File: src/rtl/selen_lsu_pkg.sv
// Shared encodings for the SELEN load/store unit: access sizes, extender control,
// exception causes and the control FSM state type.
package selen_lsu_pkg;

   localparam logic [1:0] SZ_W = 2'b00;
   localparam logic [1:0] SZ_H = 2'b01;
   localparam logic [1:0] SZ_B = 2'b10;

   // Extender size field uses the same encoding as the access size.
   localparam logic [1:0] SX_W = SZ_W;
   localparam logic [1:0] SX_H = SZ_H;
   localparam logic [1:0] SX_B = SZ_B;

   localparam logic [1:0] EXC_NONE     = 2'b00;
   localparam logic [1:0] EXC_MISALIGN = 2'b01;
   localparam logic [1:0] EXC_BUS      = 2'b10;
   localparam logic [1:0] EXC_TIMEOUT  = 2'b11;

   typedef enum logic [1:0] {
      ST_IDLE = 2'd0,
      ST_REQ  = 2'd1,
      ST_DONE = 2'd2
   } lsu_state_e;

   function automatic logic [2:0] sx_encode(input logic sgn, input logic [1:0] size);
      return {sgn, size};
   endfunction

endpackage

File: src/rtl/lsu_ctrl_if.sv
// Execute-side request, data-memory bus and load-result signals of the LSU.
// master = the LSU itself, slave = the surrounding pipeline and memory.
interface lsu_ctrl_if;

   logic        ex_valid;
   logic        ex_load;
   logic        ex_store;
   logic [1:0]  ex_size;
   logic        ex_unsigned;
   logic [31:0] ex_addr;
   logic [31:0] ex_wdata;

   logic        dmem_req;
   logic        dmem_we;
   logic [31:0] dmem_addr;
   logic [3:0]  dmem_be;
   logic [31:0] dmem_wdata;
   logic        dmem_ack;
   logic        dmem_err;
   logic [31:0] dmem_rdata;

   logic        lsu_stall;
   logic        lsu_rvalid;
   logic [31:0] lsu_rdata;
   logic [2:0]  lsu_sx_ctrl;
   logic        lsu_exc;
   logic [1:0]  lsu_exc_code;

   modport master (
      input  ex_valid, ex_load, ex_store, ex_size, ex_unsigned, ex_addr, ex_wdata,
      output dmem_req, dmem_we, dmem_addr, dmem_be, dmem_wdata,
      input  dmem_ack, dmem_err, dmem_rdata,
      output lsu_stall, lsu_rvalid, lsu_rdata, lsu_sx_ctrl, lsu_exc, lsu_exc_code
   );

   modport slave (
      output ex_valid, ex_load, ex_store, ex_size, ex_unsigned, ex_addr, ex_wdata,
      input  dmem_req, dmem_we, dmem_addr, dmem_be, dmem_wdata,
      output dmem_ack, dmem_err, dmem_rdata,
      input  lsu_stall, lsu_rvalid, lsu_rdata, lsu_sx_ctrl, lsu_exc, lsu_exc_code
   );

endinterface

File: src/rtl/lsu_align.sv
// Lane steering for the LSU: alignment check, byte enables, store-data replication
// and right-justified, zero-padded extraction of the returned read word.
module lsu_align
   import selen_lsu_pkg::*;
(
   input  logic [1:0]  size_i,
   input  logic [1:0]  addr_lo_i,
   input  logic [31:0] wdata_i,
   input  logic [1:0]  rd_size_i,
   input  logic [1:0]  rd_off_i,
   input  logic [31:0] rdata_i,
   output logic        misaligned_o,
   output logic [3:0]  be_o,
   output logic [31:0] wdata_o,
   output logic [31:0] rdata_o
);

   logic [31:0] rd_shift;

   always_comb begin
      misaligned_o = 1'b0;
      be_o         = 4'b0000;
      wdata_o      = 32'h0;
      case (size_i)
         SZ_W: begin
            misaligned_o = (addr_lo_i != 2'b00);
            be_o         = 4'b1111;
            wdata_o      = wdata_i;
         end
         SZ_H: begin
            misaligned_o = addr_lo_i[0];
            be_o         = 4'b0011 << addr_lo_i;
            wdata_o      = {2{wdata_i[15:0]}};
         end
         SZ_B: begin
            be_o    = 4'b0001 << addr_lo_i;
            wdata_o = {4{wdata_i[7:0]}};
         end
         default: misaligned_o = 1'b1;
      endcase
   end

   assign rd_shift = rdata_i >> {rd_off_i, 3'b000};

   always_comb begin
      rdata_o = rd_shift;
      case (rd_size_i)
         SZ_H:    rdata_o = {16'h0, rd_shift[15:0]};
         SZ_B:    rdata_o = {24'h0, rd_shift[7:0]};
         default: rdata_o = rd_shift;
      endcase
   end

endmodule

File: src/rtl/lsu_ctrl.sv
// SELEN load/store control: one memory operation at a time, alignment check,
// dmem request/ack handshake with an ack watchdog, and load-result return.
//
//   state   | meaning
//   IDLE    | waiting for an operation; misaligned ops raise an exception here
//   REQ     | dmem_req held with stable bus outputs until ack or watchdog expiry
//   DONE    | one-cycle result: rvalid for loads or exception pulse
module lsu_ctrl
   import selen_lsu_pkg::*;
#(
   parameter int unsigned TIMEOUT_W = 8
) (
   input  logic        clk,
   input  logic        rst_n,
   lsu_ctrl_if.master  bus
);

   // Last REQ cycle before expiry: the counter would reach all-ones on the next step.
   localparam logic [TIMEOUT_W-1:0] WD_LAST = {{(TIMEOUT_W-1){1'b1}}, 1'b0};

   lsu_state_e           state_q, state_d;
   logic [TIMEOUT_W-1:0] wd_q, wd_d;
   logic                 req_q, we_q, rvalid_q, exc_q, sgn_q;
   logic [31:0]          addr_q, wdata_q, rdata_q;
   logic [3:0]           be_q;
   logic [1:0]           size_q, off_q, exc_code_q;

   logic                 op_valid, misaligned, accept, ack_take, tmo;
   logic [3:0]           be_n;
   logic [31:0]          wdata_n, rdata_ext;

   lsu_align u_align (
      .size_i       (bus.ex_size),
      .addr_lo_i    (bus.ex_addr[1:0]),
      .wdata_i      (bus.ex_wdata),
      .rd_size_i    (size_q),
      .rd_off_i     (off_q),
      .rdata_i      (bus.dmem_rdata),
      .misaligned_o (misaligned),
      .be_o         (be_n),
      .wdata_o      (wdata_n),
      .rdata_o      (rdata_ext)
   );

   assign op_valid = bus.ex_valid & (bus.ex_load | bus.ex_store);
   assign accept   = (state_q == ST_IDLE) & op_valid & ~misaligned;
   assign ack_take = (state_q == ST_REQ) & bus.dmem_ack;
   assign tmo      = (state_q == ST_REQ) & ~bus.dmem_ack & (wd_q == WD_LAST);

   always_comb begin
      state_d       = state_q;
      wd_d          = wd_q;
      bus.lsu_stall = 1'b0;
      case (state_q)
         ST_IDLE: begin
            if (accept) begin
               state_d       = ST_REQ;
               wd_d          = '0;
               bus.lsu_stall = 1'b1;
            end
         end
         ST_REQ: begin
            bus.lsu_stall = 1'b1;
            if (ack_take || tmo) state_d = ST_DONE;
            else                 wd_d    = wd_q + TIMEOUT_W'(1);
         end
         ST_DONE: state_d = ST_IDLE;
         default: state_d = ST_IDLE;
      endcase
   end

   always_ff @(posedge clk or negedge rst_n) begin
      if (!rst_n) begin
         state_q    <= ST_IDLE;
         wd_q       <= '0;
         req_q      <= 1'b0;
         we_q       <= 1'b0;
         addr_q     <= 32'h0;
         be_q       <= 4'b0000;
         wdata_q    <= 32'h0;
         size_q     <= SZ_W;
         off_q      <= 2'b00;
         sgn_q      <= 1'b0;
         rvalid_q   <= 1'b0;
         rdata_q    <= 32'h0;
         exc_q      <= 1'b0;
         exc_code_q <= EXC_NONE;
      end else begin
         state_q  <= state_d;
         wd_q     <= wd_d;
         req_q    <= (state_d == ST_REQ);
         rvalid_q <= 1'b0;
         exc_q    <= 1'b0;
         if (accept) begin
            addr_q  <= {bus.ex_addr[31:2], 2'b00};
            be_q    <= be_n;
            wdata_q <= wdata_n;
            we_q    <= bus.ex_store;
            size_q  <= bus.ex_size;
            off_q   <= bus.ex_addr[1:0];
            sgn_q   <= ~bus.ex_unsigned;
         end
         if ((state_q == ST_IDLE) && op_valid && misaligned) begin
            exc_q      <= 1'b1;
            exc_code_q <= EXC_MISALIGN;
         end
         if (ack_take) begin
            if (bus.dmem_err) begin
               exc_q      <= 1'b1;
               exc_code_q <= EXC_BUS;
            end else if (!we_q) begin
               rvalid_q <= 1'b1;
               rdata_q  <= rdata_ext;
            end
         end else if (tmo) begin
            exc_q      <= 1'b1;
            exc_code_q <= EXC_TIMEOUT;
         end
      end
   end

   assign bus.dmem_req     = req_q;
   assign bus.dmem_we      = we_q;
   assign bus.dmem_addr    = addr_q;
   assign bus.dmem_be      = be_q;
   assign bus.dmem_wdata   = wdata_q;
   assign bus.lsu_rvalid   = rvalid_q;
   assign bus.lsu_rdata    = rdata_q;
   assign bus.lsu_sx_ctrl  = sx_encode(sgn_q, size_q);
   assign bus.lsu_exc      = exc_q;
   assign bus.lsu_exc_code = exc_code_q;

endmodule

File: src/flat_wrapper.sv
// flat-port wrapper written by rule: the top's interface ports become plain ports
module lsu_ctrl_flat import selen_lsu_pkg::*;
#(
   parameter int unsigned TIMEOUT_W = 8
)
  (clk, rst_n, bus_ex_valid, bus_ex_load, bus_ex_store, bus_ex_size, bus_ex_unsigned, bus_ex_addr, bus_ex_wdata, bus_dmem_req, bus_dmem_we, bus_dmem_addr, bus_dmem_be, bus_dmem_wdata, bus_dmem_ack, bus_dmem_err, bus_dmem_rdata, bus_lsu_stall, bus_lsu_rvalid, bus_lsu_rdata, bus_lsu_sx_ctrl, bus_lsu_exc, bus_lsu_exc_code);
  lsu_ctrl_if bus_i ();
  input  logic clk;
  input  logic rst_n;
  input wire logic [$bits(bus_i.ex_valid)-1:0] bus_ex_valid;
  input wire logic [$bits(bus_i.ex_load)-1:0] bus_ex_load;
  input wire logic [$bits(bus_i.ex_store)-1:0] bus_ex_store;
  input wire logic [$bits(bus_i.ex_size)-1:0] bus_ex_size;
  input wire logic [$bits(bus_i.ex_unsigned)-1:0] bus_ex_unsigned;
  input wire logic [$bits(bus_i.ex_addr)-1:0] bus_ex_addr;
  input wire logic [$bits(bus_i.ex_wdata)-1:0] bus_ex_wdata;
  output wire logic [$bits(bus_i.dmem_req)-1:0] bus_dmem_req;
  output wire logic [$bits(bus_i.dmem_we)-1:0] bus_dmem_we;
  output wire logic [$bits(bus_i.dmem_addr)-1:0] bus_dmem_addr;
  output wire logic [$bits(bus_i.dmem_be)-1:0] bus_dmem_be;
  output wire logic [$bits(bus_i.dmem_wdata)-1:0] bus_dmem_wdata;
  input wire logic [$bits(bus_i.dmem_ack)-1:0] bus_dmem_ack;
  input wire logic [$bits(bus_i.dmem_err)-1:0] bus_dmem_err;
  input wire logic [$bits(bus_i.dmem_rdata)-1:0] bus_dmem_rdata;
  output wire logic [$bits(bus_i.lsu_stall)-1:0] bus_lsu_stall;
  output wire logic [$bits(bus_i.lsu_rvalid)-1:0] bus_lsu_rvalid;
  output wire logic [$bits(bus_i.lsu_rdata)-1:0] bus_lsu_rdata;
  output wire logic [$bits(bus_i.lsu_sx_ctrl)-1:0] bus_lsu_sx_ctrl;
  output wire logic [$bits(bus_i.lsu_exc)-1:0] bus_lsu_exc;
  output wire logic [$bits(bus_i.lsu_exc_code)-1:0] bus_lsu_exc_code;
  assign bus_i.ex_valid = bus_ex_valid;
  assign bus_i.ex_load = bus_ex_load;
  assign bus_i.ex_store = bus_ex_store;
  assign bus_i.ex_size = bus_ex_size;
  assign bus_i.ex_unsigned = bus_ex_unsigned;
  assign bus_i.ex_addr = bus_ex_addr;
  assign bus_i.ex_wdata = bus_ex_wdata;
  assign bus_dmem_req = bus_i.dmem_req;
  assign bus_dmem_we = bus_i.dmem_we;
  assign bus_dmem_addr = bus_i.dmem_addr;
  assign bus_dmem_be = bus_i.dmem_be;
  assign bus_dmem_wdata = bus_i.dmem_wdata;
  assign bus_i.dmem_ack = bus_dmem_ack;
  assign bus_i.dmem_err = bus_dmem_err;
  assign bus_i.dmem_rdata = bus_dmem_rdata;
  assign bus_lsu_stall = bus_i.lsu_stall;
  assign bus_lsu_rvalid = bus_i.lsu_rvalid;
  assign bus_lsu_rdata = bus_i.lsu_rdata;
  assign bus_lsu_sx_ctrl = bus_i.lsu_sx_ctrl;
  assign bus_lsu_exc = bus_i.lsu_exc;
  assign bus_lsu_exc_code = bus_i.lsu_exc_code;
  lsu_ctrl #(.TIMEOUT_W(TIMEOUT_W)) u_core (.clk(clk), .rst_n(rst_n), .bus(bus_i));
endmodule
File: config.mk
export PLATFORM = sky130hd
export DESIGN_NAME = lsu_ctrl_flat
export DESIGN_NICKNAME = d
export VERILOG_FILES = /design/src/rtl/selen_lsu_pkg.sv /design/src/rtl/lsu_ctrl_if.sv /design/src/rtl/lsu_align.sv /design/src/rtl/lsu_ctrl.sv /design/src/flat_wrapper.sv
export SDC_FILE = /design/constraint.sdc
export NUM_CORES = 1
export LEC_CHECK = 0
export CAP_MARGIN = 10
export CORE_MARGIN = 5
export CORE_UTILIZATION = 25
export CTS_BUF_LIST = sky130_fd_sc_hd__clkbuf_8
export DETAILED_ROUTE_END_ITERATION = 10
export HOLD_SLACK_MARGIN = 0.1
export PLACE_DENSITY = 0.52
export RECOVER_POWER = 100
export SYNTH_ARGS = -nofsm -noshare
export SYNTH_HDL_FRONTEND = slang
export SYNTH_SLANG_ARGS = --single-unit
File: constraint.sdc
create_clock -name clk -period 2.3 [get_ports clk]
set_input_delay 0.46 -clock clk [delete_from_list [all_inputs] [get_ports clk]]
set_output_delay 0.46 -clock clk [all_outputs]
set_load 0.01 [all_outputs]
Yosys cells after proc, flatten, opt, wreduce, memory -nomap -nowiden
Index checks and enable logic that the tools add are counted.

cells by class
  add/sub/neg operators = 1
  eq/ne operators = 9
  shift operators = 3
  muxes and demuxes = 23
  bitwise logic cells = 12
  reductions and logical operators = 9

operators with widths
  operator                                                number
  one-hot mux 32 bit (3 select lines)                     1
  one-hot mux 32 bit (2 select lines)                     1
  right shift 32 x 5 -> 32 bit                            1
  two-way mux 8 bit                                       2
  one-hot mux 8 bit (2 select lines)                      1
  two-way mux 2 bit                                       6
  one-hot mux 4 bit (3 select lines)                      1
  adder 8 x 1 -> 8 bit (second input constant)            1
  == test 2 x 1 -> 1 bit (second input constant)          4
  == test 8 bit (second input constant)                   1
  two-way mux 1 bit                                       8
  bitwise AND 1 bit                                       6
  AND reduction 3 bit                                     2
  inverter 1 bit                                          5
  == test 2 bit (second input constant)                   2
  zero test 2 bit                                         2
  one-hot mux 2 bit (2 select lines)                      1
  nonzero test 2 bit                                      2
  << shifter 1 x 2 -> 4 bit (first input constant)        1
  << shifter 2 x 2 -> 4 bit (first input constant)        1
  one-hot mux 1 bit (3 select lines)                      1
  logical AND 1 bit                                       2
  inequality test 2 x 1 -> 1 bit (second input constant)  1
  inequality test 2 bit (second input constant)           1
  other kinds (3)                                         3

storage, ports and cells
  flip-flop bits (word level) = 119
  input port bits = 106
  output and inout bits = 110
  word-level logic and storage cells = 71

Longest topological paths before layout
Gate-level depths: netlist of the first run.

  depth after elaboration = 7
  mapped depth = 9
  mapped depth without buffers = 6

Modules after synthesis
Synthesis of the first run repeated with hierarchy kept, for this count alone.

second synthesis, totals
  cells, all modules = 619
  area, all modules = 5965.7 µm²

modules (own cells, without submodules)
  module     times used  cells each  area an instance (µm²)  seq. area each (µm²)
  lsu_ctrl   1           453         4768.3                  2977.9
  lsu_align  1           166         1197.4                  0.0

Worst setup path before layout of the first run
No wires, ideal clock.

  path kind = input -> output
  start = in bus_ex_size[0]
  end = out bus_lsu_stall
  data arrival time = 1.700 ns
  data required time = 1.840 ns
  slack = 0.140 ns
  cell stages on the path = 9
  buffers on the path = 3
  cells stage by stage = inv_1 -> ha_1 -> buf_2 -> a21oi_2 -> o21bai_2 -> or2_1 -> buf_6 -> buf_2 -> nand2_1

on the way
  cells in the longest elaborated chain, start to end = 6
  elaborated cells between the ends (all ways) = 8
  classes of those cells = 2 x eq/ne; 3 x mux; 2 x bitwise; 1 x reduce/logical

RTL lines
  item                                    RTL line            text
  from (decl)                             flat_wrapper.sv:13  input wire logic [$bits(bus_i.ex_size)-1:0] bus_ex_size;
  == test 2 bit (tied with other cells)   lsu_align.sv:24     case (size_i)
  one-hot mux 1 bit (3 select lines) (*)  lsu_align.sv:24
  inverter 1 bit (*)                      lsu_ctrl.sv:46      assign accept = (state_q == ST_IDLE) & op_valid & ~misaligned;
  bitwise AND 1 bit (*)                   lsu_ctrl.sv:46
  two-way mux 1 bit (*)                   lsu_ctrl.sv:56      if (accept) begin
  one-hot mux 1 bit (2 select lines) (*)  lsu_ctrl.sv:54      case (state_q)
  to (decl)                               flat_wrapper.sv:25  output wire logic [$bits(bus_i.lsu_stall)-1:0] bus_lsu_stall;

Every way passes the cells marked *; elsewhere a longest branch is shown, timed or not.

Worst setup path in the final report of the first run
  start = reg u_core.state_q[1]
  end = out bus_lsu_stall

on the way
  cells in the longest elaborated chain, start to end = 5
  elaborated cells between the ends (all ways) = 6
  classes of those cells = 1 x eq/ne; 2 x mux; 2 x bitwise; 1 x reduce/logical

RTL lines
  item                                    RTL line                        text
  from (decl)                             lsu_ctrl.sv:21                  lsu_state_e state_q, state_d;
  from (signal assigned)                  lsu_ctrl.sv:89                  state_q <= state_d;
  zero test 2 bit                         lsu_ctrl.sv:46, lsu_ctrl.sv:54
  bitwise AND 1 bit (2 in a row)          lsu_ctrl.sv:46
  two-way mux 1 bit                       lsu_ctrl.sv:56
  one-hot mux 1 bit (2 select lines) (*)  lsu_ctrl.sv:54

Marked as above.

==> impl_metrics.tcl, run 1 <==
set metrics [dict create \
    avgSynthCellArea_sq_um 11.57 \
    place_hpwl_mm 13.38 \
    async_reset_ff_share_pct 100.0 \
    min_path_type "in -> reg" \
    place_area_sq_mm 0.008234 \
    cts_max_level 4 \
    cts_max_path_buffers 2 \
    area_growth_syn_to_layout_pct 47.19 \
    p_leak_nw 3.807 \
    portBuffers 213 \
    p_per_area_mw_per_mm2 1011 \
    synth-seq-area-share_pct 51.90 \
    post-route-period-util_pct 93.89 \
    tightest_slew_ns 0.7616 \
    antenna_found_initial 1 \
    fin_crit_ns 2.159 \
    dr.pass1.iters 4 \
    worst-setup-path-type "reg -> out" \
    worst_r2r_path_depth 6 \
    fill_cells 2238 \
    hold_path_end "u_core.size_q[1]$_DFFE_PN0P_" \
    globalRouteTotalUtil_pct 13.92 \
    max-vdd-ir-drop_uv 319.1 \
    synth_area_leaders "dfrtp_1, mux2_4, nand2_1" \
    cp_data_required_time_ns 1.84 \
    rsz0062_at_grt "no" \
    die_area_sq_mm 0.02608 \
    slew_violations 0 \
    post_cts_buffers 0 \
    grt_pass1_wl_mm 28.40 \
    layout.nets 830 \
    fp.dieW_um 161.5 \
    hold_start "bus_ex_size[1]" \
    clk_pin_slew_worst_paths_ns 0.09 \
    synthesis.area_sq_mm 0.005738 \
    cts.sinks 119 \
    clkLatencyLatePin_ns 0.44 \
    crit_arrival_ns 1.70 \
    gr-total-overflow 0 \
    final_util_pct 37.30 \
    fin_ws_ns 0.1406 \
    cts_tree "yes" \
    io_pins 216 \
    status "complete, no violations" \
    grt_pass1_vias 4940 \
    ant_nets 0 \
    min_path_cells 4 \
    drc 0 \
    grt_max_degree 71 \
    reg2reg_from "u_core.state_q[1]$_DFF_PN0_" \
    wl_per_cell_um 17.92 \
    rows 55 \
    root_buffer "clkbuf_8" \
    place_congestion 0.8154 \
    initial_core_util_pct 25.34 \
    start_kind "flop" \
    vias_per_cell 4.593 \
    synth_edf_count 0 \
    drt_iter0_markers 246 \
    r2r_slack_ns 0.29 \
    wl_mm 18.19 \
    synth_ff_type "dfrtp_1" \
    dp_cells 982 \
    core_sq_mm 0.02264 \
    layoutNonFillerInstCount 1015 \
    finalSetupViolations 0 \
    slew_headroom_pct 49.23 \
    post_route_cells_drive_above_1_share_pct 9.178 \
    cap_violations 0 \
    preCtsSetupSlack_ns -0.5274 \
    synthCells 496 \
    antenna_cells 0 \
    numCtsBuffers 17 \
    worstSetupEndpointType "output port" \
    final-hold-violation-count 0 \
    finish.instance_area_sq_mm 0.008446 \
    yosysWarnings 0 \
    tns_ns 0 \
    synth_top_area_share_pct 51.90 \
    ys_types 44 \
    worst_r2r_endpoint "u_core.bus.dmem_addr[12]$_DFFE_PN0P_" \
    synth-seq-cells 119 \
    die_h_um 161.5 \
    synth_top_area_cell "dfrtp_1" \
    cp_max_fo 4 \
    fin_skew_ns 0.01705 \
    yosysMostFrequentCell "dfrtp_1" \
    synthTopCellsByCount "dfrtp_1, nand2_1, mux2_4" \
    vias 4662 \
    maxClockFrequency_ghz 0.4631 \
]
==> sequential cells by signal, indices dropped and copies added, names as in the netlist <==
name	flops
u_core.bus.dmem_wdata	32
u_core.bus.dmem_addr	30
u_core.sgn_q	1
u_core.off_q	2
u_core.bus.lsu_rvalid	1
u_core.wd_q	8
u_core.state_q	2
u_core.bus.dmem_be	4
u_core.bus.dmem_we	1
u_core.bus.lsu_exc_code	2
u_core.bus.dmem_req	1
u_core.bus.lsu_exc	1
u_core.bus.lsu_rdata	32
u_core.size_q	2
==> stage by stage <==
step / power (mW) / hold WS [ns]
6_report: 8.538 / 0.4465
5_1_grt: 9.100 / 0.4428
4_1_cts: 9.296 / 0.3704
3_5_place_dp: 7.131 / 0.3258
3_3_place_gp: 7.085 / 0.3247
2_1_floorplan: 4.987 / 0.1644
==> power breakdown <==
| part | switching [mW] | internal [mW] | total (mW) |
|---|---|---|---|
| clock | 0.983 | 1.10 | 2.08 |
| sequential | 0.440 | 2.81 | 3.25 |
| combinational | 1.52 | 1.68 | 3.21 |
==> layout make-up <==
cell class	count	area, sq um	area share (%)
tap	285	356.6	4.222
clock inverter	15	190.2	2.252
sequential	119	2978	35.26
inverter	11	41.29	0.4889
clock buffer	17	234.0	2.770
timing repair buffer	237	2326	27.54
multi-input combinational	331	2320	27.47
==> worst max path at each step <==
| stage | slack, ns | to | startpoint | cells past startpoint |
|---|---|---|---|---|
| global route | 0.05 | bus_lsu_stall | u_core.state_q[1]$_DFF_PN0_ | 5 |
| floorplan | 0.14 | bus_lsu_stall | bus_ex_size[0] | 9 |
| global placement | -0.49 | bus_lsu_stall | bus_ex_size[0] | 8 |
| finish | 0.14 | bus_lsu_stall | u_core.state_q[1]$_DFF_PN0_ | 5 |
| CTS | 0.0002 | bus_lsu_stall | bus_ex_size[1] | 8 |
| detailed placement | -0.53 | bus_lsu_stall | bus_ex_size[0] | 8 |
==> worst max-delay path, stage by stage, from the launching register on <==
cell and delay (ns):
dfrtp_1 0.41, nor2_1 0.17, o211ai_1 0.18, or2_4 0.29, nand2_1 0.09, buf_6 0.11
==> routing by layer <==
metal / vias to the layer above / track usage, % / part of all wire, %
met5: - / 0 / 0.038
met4: 2 / 5.700 / 2.5
met3: 33 / 4.976 / 8.1
met2: 187 / 21.49 / 46
met1: 2236 / 17.75 / 44
li1: 2204 / - / -
==> layout by cell type, fill, tap and decap left out, drive strengths merged, types with 3 or more instances in the layout <==
master | synthesis | final
clkbuf | 19 | 22
a211oi | 8 | 8
a22o | 16 | 16
nand2 | 72 | 72
a31oi | 9 | 9
bufinv | 0 | 3
mux2i | 19 | 19
nand3 | 7 | 7
ha | 7 | 7
o31ai | 8 | 8
nor2 | 6 | 6
a21oi | 15 | 15
nor2b | 10 | 10
o21ai | 57 | 57
clkinvlp | 0 | 3
a22oi | 8 | 8
dlygate4sd3 | 0 | 108
inv | 11 | 18
buf | 17 | 20
nand2b | 3 | 3
clkdlybuf4s50 | 0 | 102
mux2 | 65 | 65
dfrtp | 119 | 119
==> logic make-up after synthesis <==
kind of cell	share of synthesized area [%]
AOI/OAI and AO/OA	14.20
DFF	51.90
and+or+nand+nor	8.395
muxes	19.60
buffers and inverters	4.318
adders and majority gates	1.526
other	0.06535
==> what timing repair did <==
item	CTS	global route
hold buffers	1	0
gates resized for setup	9	1
pin swaps	1	0
setup endpoints to repair	1	1
hold endpoints to repair	11	0
No activity file was read; power rests on OpenSTA's default activity.
==> run 2, diff against run 1 <==
- PLACE_DENSITY: 0.52 -> 0.59
==> impl_metrics.tcl, run 2 (synthesis results as in run 1) <==
set metrics [dict create \
    status "complete, no violations" \
    start_kind "primary input" \
    p_seq_share_pct 37.4 \
    worst_r2r_endpoint "u_core.bus.dmem_addr[2]$_DFFE_PN0P_" \
    multi_input_area_sq_mm 0.002328 \
    min_path_cells 4 \
    wl_per_cell_um 17.79 \
    regArea_sq_mm 0.002978 \
    use_met3_pct 5.639 \
    antenna_cells 0 \
    slew_headroom_pct 21.57 \
    die_area_sq_mm 0.02608 \
    fin_skew_ns 0.01508 \
    clkPwrFrac_pct 24.9 \
    crit_chain "clkdlybuf4s50_1, nor2_2, o21bai_2, or2_4, nand2_1, clkbuf_2" \
    vias 4607 \
    place_congestion 0.8124 \
    reg2reg_from "u_core.state_q[1]$_DFF_PN0_" \
    grt.busiest_layer "met2" \
    crit_slowest_cell "clkdlybuf4s50_1" \
    grt_max_degree 120 \
    ant_nets 0 \
    final-hold-violation-count 0 \
    finalSetupViolations 0 \
    preCtsSetupSlack_ns -0.5470 \
    hold_slack_ns 0.4601 \
    final_common_cell "dfrtp_1" \
    maxClockFrequency_ghz 0.4526 \
    place_hpwl_mm 12.93 \
    post_cts_buffers 0 \
    gr-usage-met2_pct 21.34 \
    crit_start "bus_ex_addr[0]" \
    max-vdd-ir-drop_uv 380.4 \
    cts.sinks 119 \
    fin_ws_ns 0.09054 \
    slew_violations 0 \
    clk_pin_slew_worst_paths_ns 0.07 \
    drt_iter0_markers 199 \
    drc 0 \
    rsz0062_at_grt "no" \
    wl_mm 18.04 \
    worst_r2r_path_depth 6 \
    p_sw_share_pct 33.08 \
    slowest_delay_ns 0.55 \
    die_h_um 161.5 \
    post_route_cells_drive_above_1_share_pct 9.739 \
    cts_tree "yes" \
    fin_crit_ns 2.209 \
    p_per_area_mw_per_mm2 1014 \
    crit_arrival_ns 1.75 \
    clkLatencyLatePin_ns 0.44 \
    p_int_mw 5.761 \
    cts_max_path_buffers 2 \
    cp_data_required_time_ns 1.84 \
    rows 55 \
    min_path_type "in -> reg" \
    tns_ns 0 \
    area_growth_syn_to_layout_pct 47.97 \
    initial_core_util_pct 25.34 \
    cts_max_level 4 \
    tightest_slew_ns 1.176 \
    globalRouteTotalUtil_pct 13.71 \
    post-route-period-util_pct 96.06 \
    hold_start "bus_ex_size[1]" \
    p_leak_nw 3.835 \
    combPwrFrac_pct 37.8 \
    cap_violations 0 \
    io_pins 216 \
    final_util_pct 37.50 \
    grt_pass1_vias 4739 \
    antenna_found_initial 2 \
    root_buffer "clkbuf_8" \
    fill_cells 2285 \
    p_sw_mw 2.847 \
    grt_pass1_wl_mm 27.88 \
    fp.dieW_um 161.5 \
    gr-total-overflow 0 \
    worst-setup-path-type "in -> out" \
    r2r_slack_ns 0.32 \
    vias_per_cell 4.543 \
    dp_cells 981 \
    crit_buf_inv 2 \
    hold_path_end "u_core.size_q[1]$_DFFE_PN0P_" \
    finish.instance_area_sq_mm 0.008491 \
    portBuffers 213 \
    place_area_sq_mm 0.008239 \
    layoutNonFillerInstCount 1014 \
    mostFrequentLayoutCells "dfrtp_1, dlygate4sd3_1, clkdlybuf4s50_1" \
    grt_use_met1_pct 17.86 \
    layout.nets 829 \
    path_delay_family "buffers and inverters" \
    core_sq_mm 0.02264 \
    totalPowerFinal_mw 8.609 \
    dr.pass1.iters 4 \
    worstSetupEndpointType "output port" \
    cp_max_fo 6 \
    numCtsBuffers 17 \
]
==> run 2: cell count changes in the layout (fill, tap and decap cells not counted), moves of 2 or more <==
| cell | change |
|---|---|
| clkbuf_8 | +2 |
| o21ai_1 | +2 |
| clkinv_2 | +4 |
| o21ai_0 | -2 |
| buf_4 | -2 |
| clkbuf_1 | -2 |
| inv_6 | -6 |
==> run 2: power by group through the flow <==
stage	Clock [mW]	Sequential (mW)	Combinational, mW
2_1_floorplan	0	3.54	1.45
3_3_place_gp	0	3.29	3.80
3_5_place_dp	0	3.29	3.84
4_1_cts	2.21	3.27	3.85
5_1_grt	2.29	3.32	3.53
6_report	2.14	3.22	3.25
==> run 2: worst max path at each step <==
stage | endpoint | cells past startpoint
after floorplan | bus_lsu_stall | 9
after global placement | u_core.bus.dmem_addr[24]$_DFFE_PN0P_ | 9
after CTS | bus_lsu_stall | 8
final | bus_lsu_stall | 6
after detailed placement | u_core.bus.dmem_addr[9]$_DFFE_PN0P_ | 9
after global routing | bus_lsu_stall | 6
==> run 2: area by class of cell <==
cell class                 instances  area share (%)
clock inverter                    13           2.093
multi-input combinational        331           27.42
clock buffer                      19           3.080
tap                              285           4.200
inverter                          11          0.4863
sequential                       119           35.07
timing repair buffer             236           27.65
==> run 2: routing by layer <==
| metal | vias up | part of all wire [%] |
|---|---|---|
| li1 | 2209 | - |
| met1 | 2207 | 45 |
| met2 | 171 | 46 |
| met3 | 16 | 8.0 |
| met4 | 4 | 1.2 |
| met5 | - | 0.12 |
==> run 2: what timing repair did <==
item,CTS,global route
endpoints found under the setup margin,39,35
hold endpoints to repair,0,1
resized for setup,10,3
hold buffers,0,1
==> run 2: worst register-to-register path: stages, from the launching register on <==
cell      delay, ns
dfrtp_1        0.41
nor2_1         0.19
o211ai_1       0.17
or2_4          0.29
buf_6          0.19
buf_16         0.25
mux2_1         0.37
==> run 3, diff against run 2 <==
- DONT_BUFFER_PORTS: default -> 1
- HOLD_SLACK_MARGIN: 0.1 -> 0.12
- PLACE_DENSITY: 0.59 -> 0.47
==> impl_metrics.tcl, run 3 (synthesis results as in run 1) <==
set metrics [dict create \
    cap_violations 0 \
    cts.hold.buffers_added 4 \
    grt_pass1_vias 4158 \
    tightest_slew_ns 0.7077 \
    min_path_type "in -> async" \
    gr-total-overflow 0 \
    antenna_cells 0 \
    drt_iter0_markers 270 \
    fin_ws_ns 0.2211 \
    crit_arrival_ns 2.39 \
    fp.dieW_um 161.5 \
    die_area_sq_mm 0.02608 \
    rows 55 \
    worst_r2r_endpoint "u_core.bus.dmem_addr[3]$_DFFE_PN0P_" \
    initial_core_util_pct 25.34 \
    antenna_found_initial 0 \
    status "complete, but fails checks" \
    area_growth_syn_to_layout_pct 8.613 \
    slew_violations 0 \
    totalPowerFinal_mw 7.021 \
    mostFrequentLayoutCells "dfrtp_1, nand2_1, o21ai_0, mux2_1" \
    worst-setup-path-type "reg -> reg" \
    globalRouteTotalUtil_pct 12.82 \
    drc 0 \
    r2r_slack_ns 0.22 \
    cts.sinks 119 \
    cts_resized 0 \
    p_per_area_mw_per_mm2 1127 \
    post-route-period-util_pct 90.39 \
    cp_max_fo 31 \
    place_area_sq_mm 0.006010 \
    place_hpwl_mm 12.40 \
    portBuffers 0 \
    start_kind "flop" \
    fin_crit_ns 2.079 \
    final-hold-violation-count 119 \
    clk_pin_slew_worst_paths_ns 0.08 \
    slew_headroom_pct 52.82 \
    clkLatencyLatePin_ns 0.43 \
    io_pins 216 \
    vias 3840 \
    vias_per_cell 4.830 \
    preCtsSetupSlack_ns 0.2076 \
    core_sq_mm 0.02264 \
    wl_mm 17.02 \
    cts_tree "yes" \
    violations "hold timing" \
    grt_max_degree 120 \
    wl_per_cell_um 21.41 \
    numCtsBuffers 17 \
    cts_max_path_buffers 2 \
    rsz0062_at_grt "no" \
    cp_data_required_time_ns 2.61 \
    worstSetupEndpointType "flop" \
    max-vdd-ir-drop_uv 310.2 \
    finalSetupViolations 0 \
    final_common_cell "dfrtp_1" \
    layout.nets 611 \
    ant_nets 0 \
    tns_ns 0 \
    root_buffer "clkbuf_8" \
    worst_r2r_path_depth 6 \
    place_congestion 0.8164 \
    p_leak_nw 2.788 \
    hold_slack_ns -0.2830 \
    fin_skew_ns 0.01702 \
    die_h_um 161.5 \
    grt_pass1_wl_mm 25.89 \
    maxClockFrequency_ghz 0.4810 \
    reg2reg_from "u_core.state_q[1]$_DFF_PN0_" \
    dr.pass1.iters 5 \
    post_route_cells_drive_above_1_share_pct 11.96 \
    finish.instance_area_sq_mm 0.006232 \
    cts_max_level 4 \
    final_util_pct 27.53 \
]
-- run 3: cell count changes in the layout (fill, tap and decap cells not counted), moves of 3 or more --
cell             delta
buf_4               -6
bufinv_16           -3
clkdlybuf4s50_1   -101
clkinvlp_4          +4
dlygate4sd3_1     -105
mux2_1              -4
mux2_4              +4
-- run 3: worst max path at each step --
stage	from	to	slack (ns)	cells past startpoint
final	u_core.state_q[1]$_DFF_PN0_	u_core.bus.dmem_addr[3]$_DFFE_PN0P_	0.22	6
after global routing	u_core.state_q[1]$_DFF_PN0_	u_core.bus.dmem_addr[3]$_DFFE_PN0P_	0.07	6
after CTS	u_core.state_q[1]$_DFF_PN0_	bus_lsu_stall	0.01	4
after detailed placement	bus_ex_size[1]	u_core.bus.dmem_wdata[19]$_DFFE_PN0P_	0.21	6
after global placement	bus_ex_size[1]	u_core.bus.dmem_wdata[19]$_DFFE_PN0P_	0.24	6
after floorplan	bus_ex_size[0]	bus_lsu_stall	0.14	9
-- run 3: metal layers --
| layer | up-vias | share of wire (%) | global-route usage (%) |
|---|---|---|---|
| li1 | 1761 | - | - |
| met1 | 1883 | 39 | 15.03 |
| met2 | 171 | 48 | 20.44 |
| met3 | 25 | 11 | 6.252 |
| met4 | 0 | 2.1 | 4.614 |
| met5 | - | 0 | 0 |
-- run 3: power breakdown --
part	switching, mW	internal, mW
logic	0.716	0.686
clock network	0.921	0.898
registers	0.986	2.81
-- run 3: cell type report --
cell class	count	area [sq um]
clock buffers	19	261.5
fillers	2384	16410
inverters	11	41.29
repair buffers	18	152.6
well taps	285	356.6
multi-input cells	331	2338
flip-flops and latches	119	2978
clock inverters	12	103.9
-- run 3: repair_timing --
action                                 CTS  global route
setup buffers                            0             2
endpoints found under the hold margin  123           119
setup endpoints to repair                0             1
-- run 3: worst max-delay path, cell delays in order (launching register included) --
cell and delay [ns]:
dfrtp_1 0.42, nor2_1 0.17, o211ai_1 0.16, or2_4 0.28, clkbuf_2 0.28, buf_6 0.30
mux2_1 0.35
-- run 3: per-stage QoR --
step	hold WS [ns]	cells
final	-0.2830	795
after global routing	-0.3366	795
after CTS	-0.3299	793
after detailed placement	0.1684	758
after global placement	0.1690	758
after floorplan	0.1644	497
